$ cat src/rtl/result_writeback_if.sv
// result_writeback_if: bundle connecting the systolic-array result side, the
// result SRAM write port and the writeback status flags.
//   start_check, BankAddr, tile_in : finished tile from the array
//   wr_ready                       : SRAM accepts a write this cycle
//   wr_en, wr_addr, wr_data        : SRAM write request, {tile index, beat}, 256b beat
//   fifo_level, overflow, done     : buffer occupancy and sticky status flags
//   checksum                       : running XOR of accepted beats (WB_CHECKSUM_EN only)
// master: the writeback block. slave: its environment.
interface result_writeback_if #(
  parameter int unsigned DATA_WIDTH = 32,
  parameter int unsigned ADDR_WIDTH = 10,
  parameter int unsigned FIFO_DEPTH = 4
);
  localparam int unsigned TILE_W  = 16 * DATA_WIDTH;
  localparam int unsigned BEAT_W  = 8 * DATA_WIDTH;
  localparam int unsigned LEVEL_W = $clog2(FIFO_DEPTH) + 1;

  logic                  start_check;
  logic [ADDR_WIDTH-1:0] BankAddr;
  logic [TILE_W-1:0]     tile_in;
  logic                  wr_ready;
  logic                  wr_en;
  logic [ADDR_WIDTH:0]   wr_addr;
  logic [BEAT_W-1:0]     wr_data;
  logic [LEVEL_W-1:0]    fifo_level;
  logic                  overflow;
  logic                  done;
`ifdef WB_CHECKSUM_EN
  logic [DATA_WIDTH-1:0] checksum;
`endif

  modport master (
    input  start_check, BankAddr, tile_in, wr_ready,
    output wr_en, wr_addr, wr_data, fifo_level, overflow, done
`ifdef WB_CHECKSUM_EN
    , checksum
`endif
  );

  modport slave (
    output start_check, BankAddr, tile_in, wr_ready,
    input  wr_en, wr_addr, wr_data, fifo_level, overflow, done
`ifdef WB_CHECKSUM_EN
    , checksum
`endif
  );
endinterface

$ cat src/rtl/result_writeback.sv
// result_writeback: captures finished 4x4 result tiles (16 x 32b) from the
// systolic array, buffers them in a small FIFO and drains each tile as two
// 256b beats into the result SRAM, honouring wr_ready back-pressure.
// Ports:
//   clk     : system clock, rising edge
//   rstSys  : synchronous reset, active-high
//   bus     : result_writeback_if.master (capture inputs, SRAM write port, status)
// Optional feature: define WB_CHECKSUM_EN to add bus.checksum, the running XOR
// of all 32b words of every accepted beat.
module result_writeback #(
  parameter int unsigned DATA_WIDTH = 32,
  parameter int unsigned ADDR_WIDTH = 10,
  parameter int unsigned NUM_CASES  = 1024,
  parameter int unsigned FIFO_DEPTH = 4
) (
  input logic               clk,
  input logic               rstSys,
  result_writeback_if.master bus
);
  localparam int unsigned WORDS_PER_BEAT = 8;
  localparam int unsigned TILE_W  = 16 * DATA_WIDTH;
  localparam int unsigned BEAT_W  = WORDS_PER_BEAT * DATA_WIDTH;
  localparam int unsigned PTR_W   = $clog2(FIFO_DEPTH);
  localparam int unsigned LEVEL_W = PTR_W + 1;
  localparam logic [ADDR_WIDTH-1:0] LAST_IDX = ADDR_WIDTH'(NUM_CASES - 1);

  typedef struct packed {
    logic [ADDR_WIDTH-1:0] idx;
    logic [TILE_W-1:0]     tile;
  } fifoEntry_t;

  typedef enum logic [1:0] {
    IDLE  = 2'd0,
    BEAT0 = 2'd1,
    BEAT1 = 2'd2
  } drainState_t;

  drainState_t           state, stateNext;
  fifoEntry_t            fifoMem [FIFO_DEPTH];
  logic [PTR_W-1:0]      rdPtr, wrPtr;
  logic [LEVEL_W-1:0]    count;
  logic                  firstSeen;
  logic [ADDR_WIDTH-1:0] lastAddr;
  logic                  wrEn, wrEnNext;
  logic [ADDR_WIDTH:0]   wrAddr, wrAddrNext;
  logic [BEAT_W-1:0]     wrData, wrDataNext;
  logic                  overflowR, doneR;

  logic                  capture, push, pop, full, beatAccept;
  fifoEntry_t            pushEntry, headEntry, nextHead;

  // Capture only on a new index, or the first valid result since reset.
  assign capture    = bus.start_check && (!firstSeen || (bus.BankAddr != lastAddr));
  assign beatAccept = wrEn && bus.wr_ready;
  assign pop        = beatAccept && (state == BEAT1);
  assign full       = (count == LEVEL_W'(FIFO_DEPTH));
  // A pop on the same edge frees the slot a full FIFO would otherwise refuse.
  assign push       = capture && (!full || pop);
  assign pushEntry  = {bus.BankAddr, bus.tile_in};
  assign headEntry  = fifoMem[rdPtr];
  // Head after a pop: the next stored entry, or the tile being pushed right now.
  assign nextHead   = (count > LEVEL_W'(1)) ? fifoMem[rdPtr + PTR_W'(1)] : pushEntry;

  // Drain FSM state register.
  always_ff @(posedge clk) begin
    if (rstSys) state <= IDLE;
    else        state <= stateNext;
  end

  // Drain FSM next state and next registered write-port values.
  always_comb begin
    stateNext  = state;
    wrEnNext   = wrEn;
    wrAddrNext = wrAddr;
    wrDataNext = wrData;
    case (state)
      IDLE: begin
        if (count != LEVEL_W'(0)) begin
          stateNext  = BEAT0;
          wrEnNext   = 1'b1;
          wrAddrNext = {headEntry.idx, 1'b0};
          wrDataNext = headEntry.tile[TILE_W-1:BEAT_W];
        end
      end
      BEAT0: begin
        if (bus.wr_ready) begin
          stateNext  = BEAT1;
          wrAddrNext = {headEntry.idx, 1'b1};
          wrDataNext = headEntry.tile[BEAT_W-1:0];
        end
      end
      BEAT1: begin
        if (bus.wr_ready) begin
          if ((count > LEVEL_W'(1)) || push) begin
            stateNext  = BEAT0;
            wrAddrNext = {nextHead.idx, 1'b0};
            wrDataNext = nextHead.tile[TILE_W-1:BEAT_W];
          end else begin
            stateNext = IDLE;
            wrEnNext  = 1'b0;
          end
        end
      end
      default: begin
        stateNext = IDLE;
        wrEnNext  = 1'b0;
      end
    endcase
  end

  // Write port registers, FIFO bookkeeping and sticky flags.
  always_ff @(posedge clk) begin
    if (rstSys) begin
      wrEn      <= 1'b0;
      wrAddr    <= '0;
      wrData    <= '0;
      rdPtr     <= '0;
      wrPtr     <= '0;
      count     <= '0;
      firstSeen <= 1'b0;
      lastAddr  <= '0;
      overflowR <= 1'b0;
      doneR     <= 1'b0;
    end else begin
      wrEn   <= wrEnNext;
      wrAddr <= wrAddrNext;
      wrData <= wrDataNext;
      if (capture) begin
        firstSeen <= 1'b1;
        lastAddr  <= bus.BankAddr;
      end
      if (push) wrPtr <= wrPtr + PTR_W'(1);
      if (pop)  rdPtr <= rdPtr + PTR_W'(1);
      if (push && !pop)      count <= count + LEVEL_W'(1);
      else if (pop && !push) count <= count - LEVEL_W'(1);
      if (capture && !push) overflowR <= 1'b1;
      if (pop && (headEntry.idx == LAST_IDX)) doneR <= 1'b1;
    end
  end

  // Tile storage; contents need no reset since the pointers gate all reads.
  always_ff @(posedge clk) begin
    if (push && !rstSys) fifoMem[wrPtr] <= pushEntry;
  end

  assign bus.wr_en      = wrEn;
  assign bus.wr_addr    = wrAddr;
  assign bus.wr_data    = wrData;
  assign bus.fifo_level = count;
  assign bus.overflow   = overflowR;
  assign bus.done       = doneR;

`ifdef WB_CHECKSUM_EN
  logic [DATA_WIDTH-1:0] checksumR;

  function automatic logic [DATA_WIDTH-1:0] beatXor(input logic [BEAT_W-1:0] beat);
    logic [DATA_WIDTH-1:0] acc;
    acc = '0;
    for (int unsigned i = 0; i < WORDS_PER_BEAT; i++) begin
      acc = acc ^ beat[i*DATA_WIDTH +: DATA_WIDTH];
    end
    return acc;
  endfunction

  // Running XOR over every beat the SRAM accepts.
  always_ff @(posedge clk) begin
    if (rstSys)          checksumR <= '0;
    else if (beatAccept) checksumR <= checksumR ^ beatXor(wrData);
  end

  assign bus.checksum = checksumR;
`endif
endmodule

$ cat src/flat_wrapper.sv
// flat-port wrapper written by rule: the top's interface ports become plain ports
module result_writeback_flat 
#(
  parameter int unsigned DATA_WIDTH = 32,
  parameter int unsigned ADDR_WIDTH = 10,
  parameter int unsigned NUM_CASES  = 1024,
  parameter int unsigned FIFO_DEPTH = 4
)
  (clk, rstSys, bus_start_check, bus_BankAddr, bus_tile_in, bus_wr_ready, bus_wr_en, bus_wr_addr, bus_wr_data, bus_fifo_level, bus_overflow, bus_done);
  result_writeback_if #(.DATA_WIDTH(DATA_WIDTH), .ADDR_WIDTH(ADDR_WIDTH), .FIFO_DEPTH(FIFO_DEPTH)) bus_i ();
  input logic clk;
  input logic rstSys;
  input wire logic [$bits(bus_i.start_check)-1:0] bus_start_check;
  input wire logic [$bits(bus_i.BankAddr)-1:0] bus_BankAddr;
  input wire logic [$bits(bus_i.tile_in)-1:0] bus_tile_in;
  input wire logic [$bits(bus_i.wr_ready)-1:0] bus_wr_ready;
  output wire logic [$bits(bus_i.wr_en)-1:0] bus_wr_en;
  output wire logic [$bits(bus_i.wr_addr)-1:0] bus_wr_addr;
  output wire logic [$bits(bus_i.wr_data)-1:0] bus_wr_data;
  output wire logic [$bits(bus_i.fifo_level)-1:0] bus_fifo_level;
  output wire logic [$bits(bus_i.overflow)-1:0] bus_overflow;
  output wire logic [$bits(bus_i.done)-1:0] bus_done;
  assign bus_i.start_check = bus_start_check;
  assign bus_i.BankAddr = bus_BankAddr;
  assign bus_i.tile_in = bus_tile_in;
  assign bus_i.wr_ready = bus_wr_ready;
  assign bus_wr_en = bus_i.wr_en;
  assign bus_wr_addr = bus_i.wr_addr;
  assign bus_wr_data = bus_i.wr_data;
  assign bus_fifo_level = bus_i.fifo_level;
  assign bus_overflow = bus_i.overflow;
  assign bus_done = bus_i.done;
  result_writeback #(.DATA_WIDTH(DATA_WIDTH), .ADDR_WIDTH(ADDR_WIDTH), .NUM_CASES(NUM_CASES), .FIFO_DEPTH(FIFO_DEPTH)) u_core (.clk(clk), .rstSys(rstSys), .bus(bus_i));
endmodule
$ cat config.mk
export PLATFORM = sky130hd
export DESIGN_NAME = result_writeback_flat
export DESIGN_NICKNAME = d
export VERILOG_FILES = /design/src/rtl/result_writeback_if.sv /design/src/rtl/result_writeback.sv /design/src/flat_wrapper.sv
export SDC_FILE = /design/constraint.sdc
export NUM_CORES = 2
export LEC_CHECK = 0
export ABC_AREA = 1
export CAP_MARGIN = 20
export CORE_MARGIN = 1
export CORE_UTILIZATION = 35
export DETAILED_ROUTE_END_ITERATION = 12
export GPL_TIMING_DRIVEN = 0
export SLEW_MARGIN = 5
export SYNTH_ARGS = -nofsm -noshare
export SYNTH_HDL_FRONTEND = slang
export SYNTH_SLANG_ARGS = --single-unit
export TNS_END_PERCENT = 10
$ cat constraint.sdc
create_clock -name clk -period 40.8 [get_ports clk]
set_clock_uncertainty 0.05 [all_clocks]
set_input_delay 12.24 -clock clk [delete_from_list [all_inputs] [get_ports clk]]
set_output_delay 12.24 -clock clk [all_outputs]
set_load 0.01 [all_outputs]
# --- After elaboration in Yosys (flattened, before gate mapping) ---
# Memory sizes are Yosys's and may differ from the RTL's. A register that Yosys moved wholly into a read port is not among the register bits.
# Index checks and enable logic that the tools add are counted.
# W data, S select, Z words.
op_classes:
  bitwise_logic: 1
  eq_ne: 10
  mul: 0
  n_lt_le_gt_ge: 1
  n_addsub: 4
  mux: 26
  n_reduce_logical: 24
  div: 0
  n_shift: 0
ops:
  columns: ["operator", "count"]
  rows:
  - ["$mux W256", 4]
  - ["$pmux W256 S3", 1]
  - ["$mux W522", 1]
  - ["$mux W11", 4]
  - ["$pmux W11 S3", 1]
  - ["$eq A10 B10 Y1 const B", 1]
  - ["$mux W2", 5]
  - ["$ne A10 B10 Y1", 1]
  - ["$logic_and A1 B1 Y1", 9]
  - ["$ne A2 B2 Y1 const B", 4]
  - ["$mux W1", 6]
  - ["$mux W3", 2]
  - ["$pmux W2 S3", 1]
  - ["$reduce_bool A3 Y1", 2]
  - ["$logic_not A1 Y1", 5]
  - ["$reduce_and A5 Y1", 1]
  - ["$add A2 B1 Y2 const B", 2]
  - ["$reduce_and A4 Y1", 1]
  - ["$add A3 B1 Y3 const B", 1]
  - ["$eq A3 B3 Y1 const B", 1]
  - ["$gt A3 B1 Y1 const B", 1]
  - ["$logic_or A1 B1 Y1", 3]
  - ["$pmux W1 S3", 1]
  - ["$reduce_and A3 Y1", 1]
  - ["7 further kinds", 7]
totals:
  romBits: 0
  out_inout_bits: 273
  latch_bits: 0
  memories: 1
  ramBits: 2088
  regBits: 290
mem_list:
  columns: ["memory", "words", "width", "rd", "rd_clocked_by_memory_dff", "write_ports", "line_no", "text"]
  rows:
  - ["u_core.fifoMem", 4, 522, 2, 1, 1, "result_writeback.sv:39", "fifoEntry_t fifoMem [FIFO_DEPTH];"]

# --- Logic depth before layout (Yosys ltp) ---
logic_depth:
  word_depth: 8
  depth_mapped: 15

# --- Least setup slack after synthesis ---
# OpenSTA, ideal clock, no wires.
synth_timing:
  kind: "input to register"
  startpoint: "input bus_BankAddr[7]"
  endpoint: "memory u_core.fifoMem[0][0] in the netlist's numbering, enable pin"
  path_slack_ns: 4.861
  arrival_ns: 34.469
  cell_stages: 11
  n_path_buf: 0
  setup_time_ns: 1.420
  cell_sequence: "inv_1 > nand2_1 > nand2_1 > inv_1 > nand3_1 > nor2_1 > nand2_1 > nand3_2 > inv_1 > nand2_1 > nor2_1"
synth_via:
  elab_chain_len: 7
synth_rtl:
  columns: ["element", "line_no", "text"]
  rows:
  - ["start, declared", "flat_wrapper.sv:14", "input wire logic [$bits(bus_i.BankAddr)-1:0] bus_BankAddr;"]
  - ["$ne A10 B10 Y1", "result_writeback.sv:53", "assign capture = bus.start_check && (!firstSeen || (bus.BankAddr != lastAddr));"]
  - ["$logic_or A1 B1 Y1", "result_writeback.sv:53", null]
  - ["$logic_and A1 B1 Y1", "result_writeback.sv:53", null]
  - ["$logic_and A1 B1 Y1", "result_writeback.sv:58", "assign push = capture && (!full || pop);"]
  - ["$logic_and A1 B1 Y1", "result_writeback.sv:143", "if (push && !rstSys) fifoMem[wrPtr] <= pushEntry;"]
  - ["$mux W1", "result_writeback.sv:143", null]
  - ["$mux W1 (implied by the code)", "result_writeback.sv:143", null]
  - ["end, declared", "result_writeback.sv:39", null]
# Every way passes these cells.

# --- Worst setup path after layout ---
layout_timing:
  startpoint: "input bus_BankAddr[3]"
  endpoint: "register u_core.wrData[168] (netlist: u_core.bus.wr_data[168])"
layout_via:
  elab_chain_len: 7
layout_rtl:
  columns: ["element", "line_no", "text"]
  rows:
  - ["$ne A10 B10 Y1", "result_writeback.sv:53", null]
  - ["$logic_or A1 B1 Y1", "result_writeback.sv:53", null]
  - ["$logic_and A1 B1 Y1", "result_writeback.sv:53", null]
  - ["$logic_and A1 B1 Y1", "result_writeback.sv:58", null]
  - ["$logic_or A1 B1 Y1", "result_writeback.sv:94", "if ((count > LEVEL_W'(1)) || push) begin"]
  - ["$ne A2 B2 Y1 (no source line)", null, null]
  - ["$reduce_and A5 Y1 (no source line)", null, null]
  - ["end signal, assigned", "result_writeback.sv:127", "wrData <= wrDataNext;"]
  - ["end, declared", "result_writeback.sv:46", "logic [BEAT_W-1:0] wrData, wrDataNext;"]
# Every way passes these cells.
# A chain may end at the register's enable or synchronous reset.

==> impl_results.md <==
- Biggest area consumer among synthesized cells: edfxtp_1
- Max H-tree Level: 5
- Cell Chain, Critical Path: clkdlybuf4s50_1, inv_1, nand2_1, nand2_1, nor2_1, nand2_1, nor2_1, nand2_1, nand3_2, nand3_2, nand3_1, buf_2, buf_2, nand2_1, nand2_1, nor2_1
- Largest net degree at the start of global routing: 27
- Routability cong.: ~0.92
- Final setup TNS: 0 ns
- Register-to-register setup slack: 36.43 ns
- Vias after detailed routing: 90040
- VDD IR-drop max: roughly 0.046 mV
- Clk pwr share: 0.307
- Area growth syn-to-layout: 23.11%
- Final Hold Vio Count: 0
- Fill cells: around 29000
- # IOs: 799
- Post-Syn Area: around 110000 um2
- Flops & latches, synth: 2380
- Worst Reg-to-Reg Cells: 11
- Clk pin slew, worst setup/hold paths: 0.06 ns
- Sequential power share: 0.367
- Cell Rows: about 200
- First-pass GRT wire length: ~600000 um
- Hpwl dp: 312300 um
- CP dominant cell by count: nand2_1
- Worst Setup SP: bus_BankAddr[3]
- Period utilization: 0.3840
- Dpl ws: ~24 ns
- Die area: just over 300000 um2
- Final Max Tran Viols: 0
- Endpoints failing setup: 0
- Final min period: between 15 and 20 ns
- GRT Util Overall: 0.2693
- Fmax: ~64 MHz
- Core area: just over 300000 um2
- Capturing point of the worst reg2reg path: u_core.bus.wr_data[165]$_SDFFE_PP0P_
- Status: finished clean
- DR vias/cell: approximately 5.2
- Leading cell type in the layout, fill and taps excluded: nand2_1
- Grt total ovfl: 0
- Ys Warns: 0
- Worst Hold Endpoint: u_core.bus.wr_addr[0]$_SDFFE_PP0P_
- Fin nets: around 13000
- Chip Height: ~560 um
- Worst-path fanout max: 15
- Worst skew pair latency: approximately 0.9 ns
- Clock Sinks: 2380
- Required @ worst endpoint: between 40 and 50 ns
- Post-route ant nets: 0
- Die width: about 560 um
- Drt pass-1 iters: 6
- Yosys cell types: 27
- Synth top area share: 0.5802
- Sw Ratio: 0.3667
- Worst Hold Class: reg -> reg
- Endpoint class of the critical path: flip-flop
- Root buffer cell: clkbuf_16
- Sequential share of the synthesized area: 0.6343
- Largest delay share family, worst path: simple AND/OR/NAND/NOR gates
- Mean Syn Cell Area: 9.370 um2
- Clk buf depth: 4
- Synth area leaders: edfxtp_1, nand2_1, dfxtp_1
- Critical Path Max Stage Delay: about 0.76 ns
- Synthesized Nets: around 12000
- Worst min-delay path startpoint: u_core.bus.wr_addr[0]$_SDFFE_PP0P_
- Hold Path Depth: 2
- TritonCTS clock tree: yes
- RSZ-0062 raised after global routing: no
- Cell Int Power: between 5 and 6 mW
- Routed WL: around 430000 um
- Final Worst Setup Slack: about 25 ns
- Max-cap violations: 0
- Critical-path top delay cell: nand3_1
- PwrDens: 60.14 nW/um2
- Tightest slew margin relative to the limit: 0.1854
- Drt wl/cell: about 25 um
- Comb pwr share: 0.326
- CP startpoint kind: input pin
- Worst path bufs/invs: 4
- Commonest cells after routing, fill and taps aside: nand2_1, edfxtp_1, nor2_1, inv_1, o21ai_0
- Cts-stage hold buffer count: 0
- Post-cts sizing count: 0
- Ratio of cells with drive above 1 in the final layout: 0.05874
- Pin slew with the least headroom to its limit: 1.222 ns
- Starting Density: 0.3525
- Lkg Pwr: roughly 51 nW
- CP arrival: 16.41 ns
- Buffers on Ports: between 700 and 800
- Residual DRC: 0
- Post-CTS Setup Bufs: 0
- Drt first-iter violations: 11450
- Worst Setup Path Type: in -> reg
- Psw: slightly below 3 mW
- Synthesized instance count: ~12000
- CTS Buf Count: approximately 270
- Number of global-route vias before repair: 83760
- Initial antenna violation count: roughly 220
[worst reg2reg max path, stage by stage (launching register included)]
cell      delay [ns]
dfxtp_1         0.46
inv_1           0.56
buf_4           0.34
buf_2           0.65
buf_2           0.61
clkbuf_1        0.83
o21ai_0         0.20
o211ai_1        0.14
nand2_1         0.08
nand4_1         0.08
nand2_1         0.16
nor2_1          0.16
[sequential cells by signal, summed over array words and instances, names as in the netlist, 2 cells and up, named ones only]
signal,cells
u_core.bus.wr_data,256
u_core.rdPtr,2
u_core.lastAddr,10
u_core.bus.wr_addr,11
u_core.wrPtr,2
u_core.fifoMem,2088
u_core.state,2
u_core.bus.fifo_level,3
[worst max path at each step]
stage,endpoint,slack [ns],depth (start not counted)
floorplan,u_core.fifoMem[0][0]$_DFFE_PP_,4.86,11
global placement,u_core.fifoMem[3][83]$_DFFE_PP_,-17.13,12
detailed placement,u_core.bus.wr_data[161]$_SDFFE_PP0P_,24.39,16
CTS,u_core.bus.wr_data[168]$_SDFFE_PP0P_,25.36,16
global route,u_core.bus.wr_data[163]$_SDFFE_PP0P_,25.02,16
finish,u_core.bus.wr_data[168]$_SDFFE_PP0P_,25.13,16
[routing by layer]
metal / global-route usage / vias to the layer above / share of wire
li1: - / 41440 / -
met1: 0.3384 / 42630 / 0.38
met2: 0.4032 / 4803 / 0.44
met3: 0.08294 / 1011 / 0.12
met4: 0.1689 / 150 / 0.064
met5: 0 / - / 0.0022
[power groups by stage]
stage / sequential [mW] / combinational, mW / clock, mW
after floorplan: 3.07 / 1.37 / 0
after global placement: 3.13 / 2.51 / 0
after detailed placement: 2.98 / 2.57 / 0
after CTS: 2.93 / 2.59 / 2.48
after global routing: 2.95 / 2.85 / 2.57
final: 2.94 / 2.61 / 2.45
[area by class of cell]
class                   count  area, um2  area share
well taps                4100       5130     0.03856
flip-flops and latches   2380      68550      0.5152
inverters                1129       4238     0.03185
repair buffers            927      10670     0.08022
diodes                    106      265.3    0.001994
clock buffers             349       7383     0.05549
clock inverters           146       1448     0.01088
multi-input cells        7228      32060      0.2409
plain buffers             797       3306     0.02485
[Yosys cell counts]
master and n:
clkinv_1 3, clkbuf_2 1, nand3_1 776, o211ai_1 178, nand4_1 189, dfxtp_1 292
buf_4 4, o21bai_1 1, nand3_2 3, inv_1 1121, o21a_1 1, inv_2 5
xnor2_1 3, o22ai_1 419, buf_2 168, buf_6 6, a21oi_1 411, buf_1 107
edfxtp_1 2088, clkbuf_1 511, o21ai_1 2, o21ai_0 824, nor2_1 1332, ha_1 14
a211oi_1 1, o22a_1 4, nand2_1 3070
[through the flow]
step	hold slack [ns]	total power, mW	area (um2)	utilization	instances
floorplan	0.3802	4.442	108100	-	11530
global placement	0.3841	5.643	121200	0.3953	16430
detailed placement	0.3894	5.554	123900	0.4043	16560
CTS	0.3987	7.998	132800	0.4331	17060
global route	0.4315	8.364	132900	0.4336	17120
finish	0.3970	8.001	133000	0.4340	17160
[logic make-up (layout without fill, tap and decap cells)]
family,after synthesis,after routing,share of synthesized area
buffers and inverters,1926,3348,0.06941
XOR/XNOR,3,3,0.0002432
adder cells (fa/ha/maj),14,14,0.001621
flip-flops,2380,2380,0.6343
other,0,106,0
AO/OA/AOI/OAI,1841,1841,0.09444
AND/OR/NAND/NOR,5370,5370,0.2000
No activity file was read; power rests on OpenSTA's default activity.
